**config.mk**
```make
export PLATFORM = sky130hd
export DESIGN_NAME = fetch_queue
export DESIGN_NICKNAME = d
export VERILOG_FILES = /design/src/rtl/fetch_queue.sv
export SDC_FILE = /design/constraint.sdc
export NUM_CORES = 1
export LEC_CHECK = 0
export CORE_AREA = 10 10 240 242
export CTS_BUF_LIST = sky130_fd_sc_hd__clkbuf_4 sky130_fd_sc_hd__clkbuf_8 sky130_fd_sc_hd__clkbuf_16
export CTS_CLUSTER_DIAMETER = 80
export DETAILED_ROUTE_END_ITERATION = 6
export DIE_AREA = 0 0 250 252
export PLACE_DENSITY = 0.6
export SYNTH_ARGS = -nofsm -noshare
export SYNTH_HDL_FRONTEND = slang
export SYNTH_SLANG_ARGS = --single-unit
```
**constraint.sdc**
```tcl
create_clock -name clk -period 6.9 [get_ports clk]
set_input_delay 1.035 -clock clk [delete_from_list [all_inputs] [get_ports clk]]
set_output_delay 1.035 -clock clk [all_outputs]
set_load 0.02 [all_outputs]
```
**src/rtl/fetch_queue.sv**
```systemverilog
// fetch_queue: PC-owning fetch stage buffering {PC, instr} pairs in a DEPTH-entry queue with redirect flush.
// Define FETCH_QUEUE_BYPASS_EN to hand imem_data straight to decode while the queue is empty.
module fetch_queue #(
    parameter int ADDR_W = 64,
    parameter int INSTR_W = 32,
    parameter int DEPTH = 4,
    parameter logic [ADDR_W-1:0] RESET_PC = '0
) (
    input  logic                       clk,
    input  logic                       reset,
    output logic [ADDR_W-1:0]          imem_addr,
    input  logic [INSTR_W-1:0]         imem_data,
    output logic                       dec_valid,
    input  logic                       dec_ready,
    output logic [INSTR_W-1:0]         dec_instr,
    output logic [ADDR_W-1:0]          dec_pc,
    input  logic                       redirect,
    input  logic [ADDR_W-1:0]          redirect_pc,
    output logic [$clog2(DEPTH):0]     count
);
    localparam int PW = $clog2(DEPTH);
    localparam int CW = PW + 1;

    logic [ADDR_W-1:0]  pc;
    logic [INSTR_W-1:0] q_instr [DEPTH];
    logic [ADDR_W-1:0]  q_pc [DEPTH];
    logic [PW-1:0]      rd_ptr, wr_ptr;
    logic [CW-1:0]      cnt;
    logic               empty, bypass, take, pop, push;

    assign empty = cnt == '0;
`ifdef FETCH_QUEUE_BYPASS_EN
    // Gated by reset so outputs read as idle while reset is held.
    assign bypass = empty && !redirect && !reset;
`else
    assign bypass = 1'b0;
`endif
    assign dec_valid = !empty || bypass;
    assign dec_instr = !empty ? q_instr[rd_ptr] : bypass ? imem_data : '0;
    assign dec_pc    = !empty ? q_pc[rd_ptr] : bypass ? pc : '0;
    assign take      = bypass && dec_ready;
    assign pop       = !empty && dec_ready;
    assign push      = (cnt < CW'(DEPTH) || pop) && !redirect && !take;
    assign imem_addr = pc;
    assign count     = cnt;

    always_ff @(posedge clk) begin
        if (push) begin
            q_pc[wr_ptr]    <= pc;
            q_instr[wr_ptr] <= imem_data;
        end
    end

    always_ff @(posedge clk or posedge reset) begin
        if (reset) begin
            pc     <= RESET_PC;
            rd_ptr <= '0;
            wr_ptr <= '0;
            cnt    <= '0;
        end else if (redirect) begin
            pc     <= {redirect_pc[ADDR_W-1:2], 2'b00};
            rd_ptr <= '0;
            wr_ptr <= '0;
            cnt    <= '0;
        end else begin
            if (push || take)
                pc <= pc + ADDR_W'(4);
            if (push)
                wr_ptr <= wr_ptr + PW'(1);
            if (pop)
                rd_ptr <= rd_ptr + PW'(1);
            cnt <= cnt + CW'(push) - CW'(pop);
        end
    end
endmodule

```
# --- Word-level counts from Yosys, hierarchy flattened ---
# Memories as Yosys holds them, arrays and structs flattened.
# Index checks and enable logic that the tools add are counted.
word_totals:
  ram_bits: 384
  inputBits: 100
  mem_count: 2
  regBits: 71
classes:
  n_reduce_logical: 8
  muxes: 11
  magnitude_cmp: 1
  addsub: 5
mem_list:
  columns: ["name", "depth", "word_bits", "rd", "rd_ports_with_merged_regs", "wr", "line", "source"]
  rows:
  - ["q_pc", 4, 64, 1, 0, 1, "26", "logic [ADDR_W-1:0] q_pc [DEPTH];"]
  - ["q_instr", 4, 32, 1, 0, 1, "25", "logic [INSTR_W-1:0] q_instr [DEPTH];"]
op_table:
  columns: ["operator", "count"]
  rows:
  - ["64-bit 2-to-1 mux", 3]
  - ["64-bit by 3-bit adder with 64-bit output, second input constant", 1]
  - ["32-bit 2-to-1 mux", 1]
  - ["2-bit 2-to-1 mux", 4]
  - ["2-bit by 1-bit adder with 2-bit output, second input constant", 2]
  - ["2-bit nonzero test", 2]
  - ["3-bit by 1-bit adder with 3-bit output", 1]
  - ["3-bit zero test", 1]
  - ["3-bit < comparator, second input constant", 1]
  - ["3-bit 2-to-1 mux", 1]
  - ["3-bit by 1-bit subtractor with 3-bit output", 1]
  - ["1-bit logical AND", 2]
  - ["1-bit zero test", 2]
  - ["1-bit 2-to-1 mux", 2]
  - ["1-bit logical OR", 1]

# --- Longest topological paths before layout ---
depth:
  word_depth: 8
  ltp_mapped: 11
  depth_no_buf: 10

# --- Worst setup path before layout ---
# Ideal clock, no wire load.
synth_timing:
  path_type: "input to register"
  start: "in dec_ready"
  end: "mem q_instr[0][0], enable pin"
  setup_ps: 464
  path_slack_ps: 2745
  cell_stages: 3
  t_arrival_ps: 3691
  path_cell_list: "nand2b_1 > clkbuf_1 > and3_1"
synth_via:
  elab_chain_cells: 5
synth_rtl:
  columns: ["element", "line", "source"]
  rows:
  - ["from (decl)", "14", "input logic dec_ready,"]
  - ["1-bit logical AND", "42", "assign pop = !empty && dec_ready;"]
  - ["1-bit logical OR", "43", "assign push = (cnt < CW'(DEPTH) || pop) && !redirect && !take;"]
  - ["1-bit logical AND", "43", null]
  - ["1-bit 2-to-1 mux", "48", "if (push) begin"]
  - ["1-bit 2-to-1 mux (implied by the code)", "50", "q_instr[wr_ptr] <= imem_data;"]
  - ["to (decl)", "25", null]
# Every way passes these cells.

# --- Final worst setup path ---
layout_timing:
  start: "reg rd_ptr[1]"
  end: "out dec_pc[31]"
layout_via:
  elab_chain_cells: 2
layout_rtl:
  columns: ["element", "line", "source"]
  rows:
  - ["from (decl)", "27", "logic [PW-1:0] rd_ptr, wr_ptr;"]
  - ["from (signal assigned)", "71", "rd_ptr <= rd_ptr + PW'(1);"]
  - ["memory read 4 x 64 bit", null, null]
  - ["64-bit 2-to-1 mux", "40", "assign dec_pc = !empty ? q_pc[rd_ptr] : bypass ? pc : '0;"]
  - ["to (decl)", "16", "output logic [ADDR_W-1:0] dec_pc,"]
# Every way passes these cells.

==> results.txt <==
ANT nets after route -> 0
Critical path launch point type -> flip-flop
Lkg Pwr -> 7.66 nW
Clk_skew -> 14.7 ps
Hold Fails Final Rpt -> 0
Area contributors post-synth -> edfxtp_1 (62%), mux4_2 (12%), dfrtp_1 (9.5%)
Ys async rst share -> 15.5%
# IOs -> 264
Met2 wire len -> 22.8 mm
Avg Cell Area, Syn -> 17.0 um2
DR vias/cell -> 5.15
YS warnings -> 0
Synth cell count leaders -> edfxtp_1 (376), and2_1 (100), mux4_2 (94), dfrtp_1 (69), nand2_1 (61)
Synth unique cells -> 45
RSZ-0062 raised after global routing -> no
Vias in the first global route -> 11,000
Area share of the largest cell type after synthesis -> 61.9%
CTS root buf -> clkbuf_16
Cell taking the most area after synthesis -> edfxtp_1
Row cnt -> 84
Setup violators final -> 0
Critical path fanouts, max -> 63
Final Slew Violations -> 0
Vias -> 10,700
Full die area -> 0.0630 mm2
Inserted Clock Buffers -> 50
Top Layer Used -> met5
Setup CP Type -> reg2out
Worst vdd ir -> 0.189 mV
Initial Utilization -> 34.8%
Post-Syn Instances -> 1,071
Fill count -> 4,624
Worst min path class -> reg2reg
Die H -> 252 um
Layout Utilization -> 44.4%
Top delay family on crit path -> buffers and inverters
WL per Instance -> 23.2 um
Slew HR -> 30.4%
Power per cell area -> 372 mW/mm2
Met1 WL -> 21.0 mm
CTS tree -> built
Initial antenna violation count -> 6
Slowest stage delay, CP -> 1080 ps
Clock buffer depth -> 3
Top-count cell post-synth -> edfxtp_1
Total track usage -> 15.2%
First-pass GRT wire length -> 73.3 mm
Final GP Congestion -> 0.742
Final wirelength -> 48.2 mm
Largest net degree at the start of global routing -> 75
Worst Max-Slew Pin Slew -> 1040 ps
Hpwl dp -> 31.2 mm
CP Data Required Time -> 5860 ps
Postcts setup bufs -> 0
Fmax -> 220 MHz
Iteration count of the initial detailed-routing pass -> 5
Post-Syn Area -> 0.0182 mm2
Top_reg_cell synth -> edfxtp_1
CTS resizes -> 0
Number of enable flip-flop cells after synthesis -> 376
Area grow syn2layout -> 27.8%
Final Net Count -> 1,450
CP arrival -> 3520 ps
Flops & latches, synth -> 445
Critical-path top delay cell -> dfrtp_4
Fin Setup TNS -> 0 ps
Core box area -> 0.0524 mm2
Worst-path clk slew -> 60 ps
Initial DRC count -> 583
Sequential area share after synthesis -> 71.4%
Crit path cell chain -> buf_4 > mux4_2 > and2_1 > clkdlybuf4s50_1
Crit path capture type -> output port
Minimum clock period -> 4550 ps
Max cap viols -> 0
Hold buffers post-CTS -> 0
Status -> complete, no violations
Total gr overflow -> 0
Buffers on Ports -> 257
CTS sink count -> 445
Share of layout cells above drive strength 1 -> 15.5%
WP buf/inv -> 2
Clk_lat worst skew -> 580 ps
Die width -> 250 um
Wire length on met3 -> 3.54 mm
Period utilization -> 66.0%
H-tree depth -> 2
DRC viols -> 0
-- metrics by stage --
step           setup WS [ps]  cell area [um2]  power (mW)  instances  hold WS (ps)
2_1_floorplan           2740            18200        4.93       1074           538
3_3_place_gp            2860            21600        6.10       1978           559
3_5_place_dp            2840            21600        6.12       1978           568
4_1_cts                 2210            23300        8.83       2072           577
5_1_grt                 2150            23300        9.10       2072           603
6_report                2350            23300        8.67       2075           574
-- power breakdown --
group	internal (mW)	switching, mW
clock network	1.64	1.05
registers	3.27	0.234
logic	1.21	1.27
total	6.12	2.55
-- cells in the final DEF, fill, tap and decap left out, types with 6 or more instances in the layout --
master           count
clkinv_2             9
nand3_1             23
xor2_1              21
and3_1               9
edfxtp_1           376
clkbuf_4            16
nor3_1               9
or3_1               19
xnor2_1             18
and2_1             100
nand2_1             61
nor2_1              40
dfrtp_1             67
mux4_2              94
buf_4               14
nor4_1               8
clkinv_1             8
clkbuf_16           53
nand4_1             29
o21ai_0             52
or4_1                6
clkdlybuf4s50_1    256
ha_1                 7
inv_1                9
and4_1               6
a31oi_1             23
o31ai_1              6
-- worst min-delay path, stage by stage, from the launching register on --
cell and delay (ps):
dfrtp_1 410, nand2_1 70, a21oi_1 50
-- worst paths after layout --
kind | from | to | slack, ps | depth (start not counted)
max | rd_ptr[1] | dec_pc[31] | 2350 | 4
min | wr_ptr[1] | wr_ptr[1] | 570 | 2
max reg2reg | imem_addr[21] | imem_addr[61] | 3580 | 5
min reg2reg | wr_ptr[1] | wr_ptr[1] | 570 | 2
max in group asynchronous | reset | rd_ptr[1] | 5070 | 3
min in group asynchronous | reset | imem_addr[9] | 1090 | 3
-- cells by family after synthesis --
kind of cell,count (synthesis),share of synthesized area (%)
AOI/OAI and AO/OA,86,2.69
xor gates and xnor gates,39,1.87
adders and majority gates,8,0.590
buffers and inverters,68,1.59
DFF,445,71.4
muxes,97,11.8
other,1,0.0206
and+or+nand+nor,327,10.0
-- final cells by class --
class,instances,area [um2],area share [%]
inverters,11,42.5,0.183
multi-input cells,561,4960,21.3
flip-flops and latches,445,13000,55.9
repair buffers,273,2710,11.6
clock buffers,71,1470,6.32
diodes,3,7.51,0.0322
well taps,688,861,3.69
clock inverters,23,216,0.929
-- sequential cells by signal, indices dropped and copies added, names as in the netlist --
name       count
imem_addr     62
count          3
q_instr      128
wr_ptr         2
q_pc         248
rd_ptr         2
-- metal layers --
layer | global-route usage, % | vias up
met3 | 4.35 | 65
met2 | 24.2 | 329
met5 | 0 | -
met1 | 20.3 | 5536
met4 | 3.60 | 10
li1 | - | 4737
No activity file was read; power rests on OpenSTA's default activity.
